==> src/rtl/rf_pkg.sv <==
// Shared types and constants for the register-file writeback arbiter.
package rf_pkg;

    localparam int XLEN_C     = 32;
    localparam int AW_C       = 5;
    localparam int NUM_REGS_C = 32;

    // One buffered writeback request.
    typedef struct packed {
        logic [AW_C-1:0]   addr;
        logic [XLEN_C-1:0] data;
    } wb_req_t;

    // Writeback source identity; also used to remember the last contended winner.
    typedef enum logic {
        SRC_ALU = 1'b0,
        SRC_MEM = 1'b1
    } wb_src_e;

endpackage

==> src/rtl/rf_wb_slot.sv <==
// One-entry writeback holding slot with a valid/ready input handshake.
// The slot frees when granted and may be refilled on that same edge.
module rf_wb_slot #(
    parameter int XLEN = 32,
    parameter int AW   = 5
) (
    input  logic            clk,
    input  logic            rst_n,
    input  logic            in_valid,
    output logic            in_ready,
    input  logic [AW-1:0]   in_addr,
    input  logic [XLEN-1:0] in_data,
    input  logic            grant,
    output logic            full,
    output logic [AW-1:0]   addr,
    output logic [XLEN-1:0] data,
    output logic            fill
);

    // Accept when empty or draining this cycle; never accept while in reset.
    assign in_ready = rst_n & (~full | grant);
    assign fill     = in_valid & in_ready;

    // Slot register: capture on accept, empty on grant without refill.
    // NOTE: sequential state uses non-blocking assignments so every flop samples pre-edge values.
    always_ff @(posedge clk or negedge rst_n) begin
        if (!rst_n) begin
            full <= 1'b0;
            addr <= '0;
            data <= '0;
        end else if (fill) begin
            full <= 1'b1;
            addr <= in_addr;
            data <= in_data;
        end else if (grant) begin
            full <= 1'b0;
        end
    end

endmodule

==> src/rtl/rf_wb_arbiter.sv <==
// Shares the register file's single write port between the ALU (source 0)
// and the load unit (source 1). Round-robin between distinct registers,
// oldest-first when both slots target the same register.
module rf_wb_arbiter
    import rf_pkg::*;
#(
    parameter int XLEN  = 32,
    parameter int AW    = 5,
    parameter int CNT_W = 16
) (
    input  logic              clk,
    input  logic              rst_n,
    input  logic              s0_valid,
    output logic              s0_ready,
    input  logic [AW-1:0]     s0_addr,
    input  logic [XLEN-1:0]   s0_data,
    input  logic              s1_valid,
    output logic              s1_ready,
    input  logic [AW-1:0]     s1_addr,
    input  logic [XLEN-1:0]   s1_data,
    output logic              rf_we,
    output logic [AW-1:0]     rf_wR,
    output logic [XLEN-1:0]   rf_wD,
    output logic [2**AW-1:0]  busy_mask,
    output logic [CNT_W-1:0]  conflict_cnt
);

    logic            full0, full1;
    logic [AW-1:0]   addr0, addr1;
    logic [XLEN-1:0] data0, data1;
    logic            fill0, fill1;
    logic            grant0, grant1;
    logic            any_full, both_full;
    wb_src_e         win;
    wb_src_e         last_grant;
    logic            older_is_1;

    rf_wb_slot #(.XLEN(XLEN), .AW(AW)) u_slot0 (
        .clk      (clk),
        .rst_n    (rst_n),
        .in_valid (s0_valid),
        .in_ready (s0_ready),
        .in_addr  (s0_addr),
        .in_data  (s0_data),
        .grant    (grant0),
        .full     (full0),
        .addr     (addr0),
        .data     (data0),
        .fill     (fill0)
    );

    rf_wb_slot #(.XLEN(XLEN), .AW(AW)) u_slot1 (
        .clk      (clk),
        .rst_n    (rst_n),
        .in_valid (s1_valid),
        .in_ready (s1_ready),
        .in_addr  (s1_addr),
        .in_data  (s1_data),
        .grant    (grant1),
        .full     (full1),
        .addr     (addr1),
        .data     (data1),
        .fill     (fill1)
    );

    assign any_full  = full0 | full1;
    assign both_full = full0 & full1;

    // Winner selection: lone slot wins; same register goes to the older slot;
    // otherwise alternate away from the last contended winner.
    // NOTE: every always_comb output gets a default first so no latch is inferred.
    always_comb begin
        win = SRC_ALU;
        if (both_full) begin
            if (addr0 == addr1) begin
                win = older_is_1 ? SRC_MEM : SRC_ALU;
            end else begin
                win = (last_grant == SRC_ALU) ? SRC_MEM : SRC_ALU;
            end
        end else if (full1) begin
            win = SRC_MEM;
        end
    end

    assign grant0 = any_full & (win == SRC_ALU);
    assign grant1 = any_full & (win == SRC_MEM);

    // Write port driven from the winning slot; x0 drains without a write.
    always_comb begin
        rf_wR = '0;
        rf_wD = '0;
        if (grant0) begin
            rf_wR = addr0;
            rf_wD = data0;
        end else if (grant1) begin
            rf_wR = addr1;
            rf_wD = data1;
        end
        rf_we = any_full & (rf_wR != '0);
    end

    // Pending-write mask: one-hot of each full slot's register, x0 excluded.
    always_comb begin
        busy_mask = '0;
        if (full0) busy_mask[addr0] = 1'b1;
        if (full1) busy_mask[addr1] = 1'b1;
        busy_mask[0] = 1'b0;
    end

    // Age flag: the slot that stays full while the other (re)fills is the older one.
    // Simultaneous capture makes slot 1 older, since MEM precedes ALU in program order.
    always_ff @(posedge clk or negedge rst_n) begin
        if (!rst_n) begin
            older_is_1 <= 1'b0;
        end else if (fill0 && fill1) begin
            older_is_1 <= 1'b1;
        end else if (fill0 && full1 && !grant1) begin
            older_is_1 <= 1'b1;
        end else if (fill1 && full0 && !grant0) begin
            older_is_1 <= 1'b0;
        end
    end

    // Round-robin pointer: only contended grants move it.
    always_ff @(posedge clk or negedge rst_n) begin
        if (!rst_n) begin
            last_grant <= SRC_MEM;
        end else if (both_full) begin
            last_grant <= win;
        end
    end

    // Saturating count of cycles with both slots occupied.
    always_ff @(posedge clk or negedge rst_n) begin
        if (!rst_n) begin
            conflict_cnt <= '0;
        end else if (both_full && (conflict_cnt != {CNT_W{1'b1}})) begin
            conflict_cnt <= conflict_cnt + 1'b1;
        end
    end

endmodule

==> config.mk <==
export PLATFORM = sky130hd
export DESIGN_NAME = rf_wb_arbiter
export DESIGN_NICKNAME = d
export VERILOG_FILES = /design/src/rtl/rf_pkg.sv /design/src/rtl/rf_wb_slot.sv /design/src/rtl/rf_wb_arbiter.sv
export SDC_FILE = /design/constraint.sdc
export NUM_CORES = 1
export LEC_CHECK = 0
export BUFFER_PORTS_ARGS = -buffer_cell sky130_fd_sc_hd__clkbuf_2
export CORE_MARGIN = 5
export CORE_UTILIZATION = 45
export CTS_CLUSTER_SIZE = 28
export DETAILED_ROUTE_END_ITERATION = 7
export GPL_ROUTABILITY_DRIVEN = 0
export PLACE_DENSITY = 0.76
export SETUP_SLACK_MARGIN = 0.2
export SKIP_LAST_GASP = 1
export SYNTH_ARGS = -nofsm -noshare
export SYNTH_HDL_FRONTEND = slang
export SYNTH_SLANG_ARGS = --single-unit
==> constraint.sdc <==
create_clock -name clk -period 2.1 [get_ports clk]
set_input_delay 0.21 -clock clk [delete_from_list [all_inputs] [get_ports clk]]
set_output_delay 0.21 -clock clk [all_outputs]
set_load 0.005 [all_outputs]
## Word level (Yosys, flattened, before mapping)

Cells that the tools add are included.

- Register bits: 94

- Add/sub/neg operators: 1
- Magnitude comparators: 4
- Equal/unequal tests: 2
- Mux-type cells: 22
- Bitwise gates (word level): 15
- Reduce and logical (&&, ||, !) cells: 14

Operators by type and width:

| kind | number |
|---|---|
| 2-to-1 mux 32 bit | 4 |
| bitwise OR 32 bit | 1 |
| adder 16 x 1 -> 16 bit (second input constant) | 1 |
| != test 16 bit (second input constant) | 1 |
| 2-to-1 mux 1 bit | 14 |
| < comparator 5 x 6 -> 1 bit (second input constant) | 2 |
| demux 1 bit (select 5 bit) | 2 |
| greater-or-equal comparator 5 x 1 -> 1 bit (second input constant) | 2 |
| 2-to-1 mux 5 bit | 2 |
| AND 1 bit | 8 |
| logical AND 1 bit | 8 |
| == test 5 bit | 1 |
| nonzero test 5 bit | 1 |
| nonzero test 2 bit | 2 |
| NOT 1 bit | 3 |
| bitwise OR 1 bit | 3 |
| nonzero test 3 bit | 1 |
| zero test 1 bit | 2 |

## Logic depth before layout (Yosys ltp)

- Depth after elaboration: 12
- Gate-level depth with buffers: 8

## Cells and area by module

A second synthesis with hierarchy kept.

- Cell total of the unflattened synthesis: 385
- Area total of the unflattened synthesis: 4855.9 um2

Modules (own cells, without submodules):

| module | times used | cells an instance | area each (um2) | seq. area each (um2) |
|---|---|---|---|---|
| rf_wb_slot | 2 | 84 | 1536.5 | 950.9 |
| rf_wb_arbiter | 1 | 217 | 1783.0 | 451.7 |

## Least setup slack after synthesis

No wires, ideal clock.

- Path kind: reg-to-reg
- Start point: register u_slot1.addr[1]
- End point: register u_slot1.addr[4]
- Library setup time: 0.125 ns
- Arrival time: 1.906 ns
- Data required time: 1.975 ns
- Path slack: 0.069 ns
- Stages on the path, launching flop included: 8
- Path buffers: 2
- Period minus slack after synthesis: 2.031 ns
- Cell sequence: dfrtp_1 buf_6 xor2_1 nor3_4 nand3_4 a31oi_4 buf_6 mux2_2

- Cells in the longest elaborated chain, start to end: 7

Ends and longest elaborated chain:

| what | line | RTL |
|---|---|---|
| start: declaration | rf_wb_slot.sv:15 | `output logic [AW-1:0] addr,` |
| start signal: assignment | rf_wb_slot.sv:33 | `addr <= in_addr;` |
| == test 5 bit | rf_wb_arbiter.sv:75 | `if (addr0 == addr1) begin` |
| 2-to-1 mux 1 bit | rf_wb_arbiter.sv:75 |  |
| 2-to-1 mux 1 bit | rf_wb_arbiter.sv:74 | `if (both_full) begin` |
| AND 1 bit | rf_wb_arbiter.sv:86 | `assign grant1 = any_full & (win == SRC_MEM);` |
| bitwise OR 1 bit | rf_wb_slot.sv:21 | `assign in_ready = rst_n & (~full \| grant);` |
| AND 1 bit | rf_wb_slot.sv:21 |  |
| AND 1 bit | rf_wb_slot.sv:22 | `assign fill = in_valid & in_ready;` |

No other way between the ends.
A chain may end at the register's enable or synchronous reset.

## Worst setup path after layout

- Start point: register u_slot1.addr[4]
- End point: output port rf_wD[1]

- Cells in the longest elaborated chain, start to end: 6

Ends and longest elaborated chain:

| what | line | RTL |
|---|---|---|
| == test 5 bit * | rf_wb_arbiter.sv:75 |  |
| 2-to-1 mux 1 bit * | rf_wb_arbiter.sv:75 |  |
| 2-to-1 mux 1 bit * | rf_wb_arbiter.sv:74 |  |
| AND 1 bit or NOT 1 bit (tied branches) | rf_wb_arbiter.sv:86, rf_wb_arbiter.sv:85 |  |
| 2-to-1 mux 32 bit or AND 1 bit (tied branches) | rf_wb_arbiter.sv:95, rf_wb_arbiter.sv:85 |  |
| 2-to-1 mux 32 bit * | rf_wb_arbiter.sv:92 | `if (grant0) begin` |
| end: declaration | rf_wb_arbiter.sv:23 | `output logic [XLEN-1:0] rf_wD,` |

Mark *: on every way between the ends. The rest lies on a longest branch, timed or not.

==> flow_summary.ini <==
[floorplan]
rows = 37
io-pin-count = 166
core_um2 = 10200
initial_core_util_pct = 45.7
die_y_um = 112
die_x_um = 112
dieArea_um2 = 12500

[synth]
synth_cell_type_count = 43
yosysWarningCount = 0
synthesis.nets = 457
synth_area_per_cell_um2 = 12.4
postSynthCellCount = 378
yosys_register_bits = 94
synth_largest_area_cell = dfrtp_1
synth_top_area_share_pct = 49.8
synth.area.top_cells = dfrtp_1 50%, mux2_2 18%, a22o_1 6.9%, o22ai_1 4.2%, xor2_1 2.1%
ys_seq_area_share_pct = 50.4
netlist_area_um2 = 4670

[global_route]
antenna_found_initial = 0
grt_first_pass_wirelength_um = 21200
grt_max_degree = 54
grt_overflow = 0
gr-usage-all-layers_pct = 21.1
grt_pass1_vias = 4005

[timing]
clock_skew_ns = 0.0126
fin_ws_ns = -0.330
slew_headroom_pct = 55.0
period_needed_ns = 2.43
worst_slew_pin_slew_ns = 0.675
fin_crit_sh_pct = 116
whs_ns = 0.0652
rsz0062_at_grt = true
drv_slew = 0
hold_viol_final = 0
clock.fmax_mhz = 411
fin_tns_setup_ns = -19.17
setup_violations = 77

[critical_path]
crit_type = reg -> out
rr_worst_depth = 9
start_kind = flop
arrival_ns = 2.22
cp_data_required_time_ns = 1.89
crit_fanout = 8
r2r_slack_ns = -0.26
worstReg2RegStart = u_slot1.addr[4]
end_kind = output port
rr_endpoint = u_slot1.data[20]

[drt]
vias = 3957
drc = 0
via_per_inst = 5.53
drtIter0Drc = 214
ant_nets = 0
firstDrtPassIters = 4
post_drt_wl_per_cell_um = 18.9
drt-total-wl_um = 13500

[layout]
diodes = 0
utilization_pct = 64.4
nets = 653
syn2layout_area_growth_pct = 41.1
layout.cells.non_filler = 715
drive_gt1_share_pct = 58.9

[clock_network]
cts_tree = yes
cts-htree-levels = 3
clock_path_buffers = 2
insertion_delay_ns = 0.36
path_clk_slew_ns = 0.10
cts_buffers = 9
cts_root_buf = clkbuf_8
cts.sinks = 94

[hold_path]
hold_depth = 2
hold_class = in -> reg
holdCritStartpoint = s0_data[0]
hold_end = u_slot0.data[0]

[power_and_ir_drop]
ir_drop_uv = 592
power_mw = 5.48
p_leak_nw = 3.07
power_density_nw_per_um2 = 831

[placed_design]
hpwl_um = 9310
place.port_buffers = 164
dp_cells = 675

[run_status]
status = finished, violations left
failed_checks = negative setup slack

[flow_run]
max_cap_viol_count = 0
-- repair_timing --
action | CTS | global route
hold buffers | 1 | 0
cloned | 6 | 1
resized for setup | 33 | 34
endpoints found under the hold margin | 40 | 0
endpoints found under the setup margin | 133 | 147
pin swaps | 2 | 17
buffers inserted | 10 | 6
-- per-stage QoR --
stage | cell area (um^2) | setup WS [ns]
4_1_cts | 6410 | -0.330
3_3_place_gp | 5790 | 0.0979
6_report | 6590 | -0.330
2_1_floorplan | 4680 | 0.0950
3_5_place_dp | 5790 | 0.0507
5_1_grt | 6590 | -0.441
-- routing by layer --
layer | GRT usage (%) | vias to the layer above | routed length, um
met3 | 4.29 | 25 | 839
met2 | 37.0 | 171 | 7080
li1 | - | 1810 | -
met5 | 0 | - | 0
met4 | 7.87 | 0 | 242
met1 | 25.6 | 1951 | 5370
-- cell type report --
type,instances,area (um^2)
sequential,94,2360
timing repair buffer,214,1480
fill,793,3640
multi-input combinational,253,2330
inverter,2,7.51
clock inverter,6,109
clock buffer,10,138
tap,136,170
-- cells by family (layout without fill, tap and decap cells) --
family	Yosys count	in the layout	synth area share, %
DFF	94	94	50.4
AOI/OAI and AO/OA	84	84	13.9
buffers and inverters	31	232	3.96
adders and majority gates	1	1	0.268
and+or+nand+nor	72	72	9.56
xor gates and xnor gates	20	20	3.75
other	1	1	0.0803
muxes	75	75	18.1
-- critical path: stages, from the launching register on --
cell and delay (ns):
dfrtp_1 0.39, xor2_1 0.19, nor3_4 0.34, a211o_1 0.21, and3_4 0.29, clkbuf_16 0.19, a22o_1 0.12, clkbuf_2 0.12
-- power by group --
| group | total (mW) | internal (mW) | switching, mW | leakage [nW] |
|---|---|---|---|---|
| Combinational | 1.67 | 0.908 | 0.757 | 1.81 |
| Clock | 1.46 | 0.822 | 0.634 | 0.126 |
| Sequential | 2.36 | 2.13 | 0.228 | 1.13 |
-- synthesized netlist by cell type, drive strengths merged --
master   instances
a2111oi          1
a211o            2
a211oi           2
a21o             2
a21oi            4
a22o            37
a31oi            2
a32o             1
and2             3
and3             3
and4             1
buf             17
clkbuf          12
conb             1
dfrtp           93
dfstp            1
ha               1
inv              2
mux2            75
nand2           13
nand2b           1
nand3           10
nand3b          10
nand4            5
nor2             9
nor2b            2
nor3             3
nor4bb           1
o21a             1
o22ai           31
o311a            1
or3              6
or3b             5
xnor2            9
xor2            11
-- flip-flops by register name, indices dropped and copies added (netlist names) --
signal,cells
u_slot0.addr,5
u_slot1.data,32
last_grant,1
u_slot0.data,32
u_slot0.full,1
u_slot1.addr,5
u_slot1.full,1
older_is_1,1
conflict_cnt,16
-- cells in the final DEF, fill, tap and decap left out, types with 3 or more instances in the layout --
| cell type | instances |
|---|---|
| or3_1 | 3 |
| clkbuf_8 | 10 |
| buf_12 | 8 |
| nor2_1 | 9 |
| or3_4 | 3 |
| buf_2 | 13 |
| nand4_1 | 5 |
| nand3b_1 | 10 |
| xor2_1 | 10 |
| o22ai_2 | 13 |
| or3b_4 | 5 |
| buf_6 | 12 |
| dfrtp_1 | 91 |
| nand3_4 | 3 |
| xnor2_1 | 9 |
| bufbuf_16 | 3 |
| o22ai_1 | 18 |
| buf_4 | 24 |
| nand3_1 | 7 |
| nand2_1 | 12 |
| mux2_2 | 73 |
| a22o_1 | 37 |
| bufinv_16 | 3 |
| a21oi_1 | 3 |
| clkbuf_2 | 150 |
-- worst max-delay path by stage --
stage	startpoint	end	slack, ns	cells past startpoint
4_1_cts	u_slot1.addr[4]	rf_wD[22]	-0.33	7
6_report	u_slot1.addr[4]	rf_wD[1]	-0.33	7
3_5_place_dp	u_slot1.addr[1]	rf_wD[22]	0.05	7
2_1_floorplan	u_slot1.addr[1]	u_slot1.addr[4]	0.1	7
5_1_grt	u_slot1.addr[4]	rf_wD[11]	-0.44	8
3_3_place_gp	u_slot1.addr[4]	rf_wD[22]	0.1	7
Power figures use the tool's default switching activity.
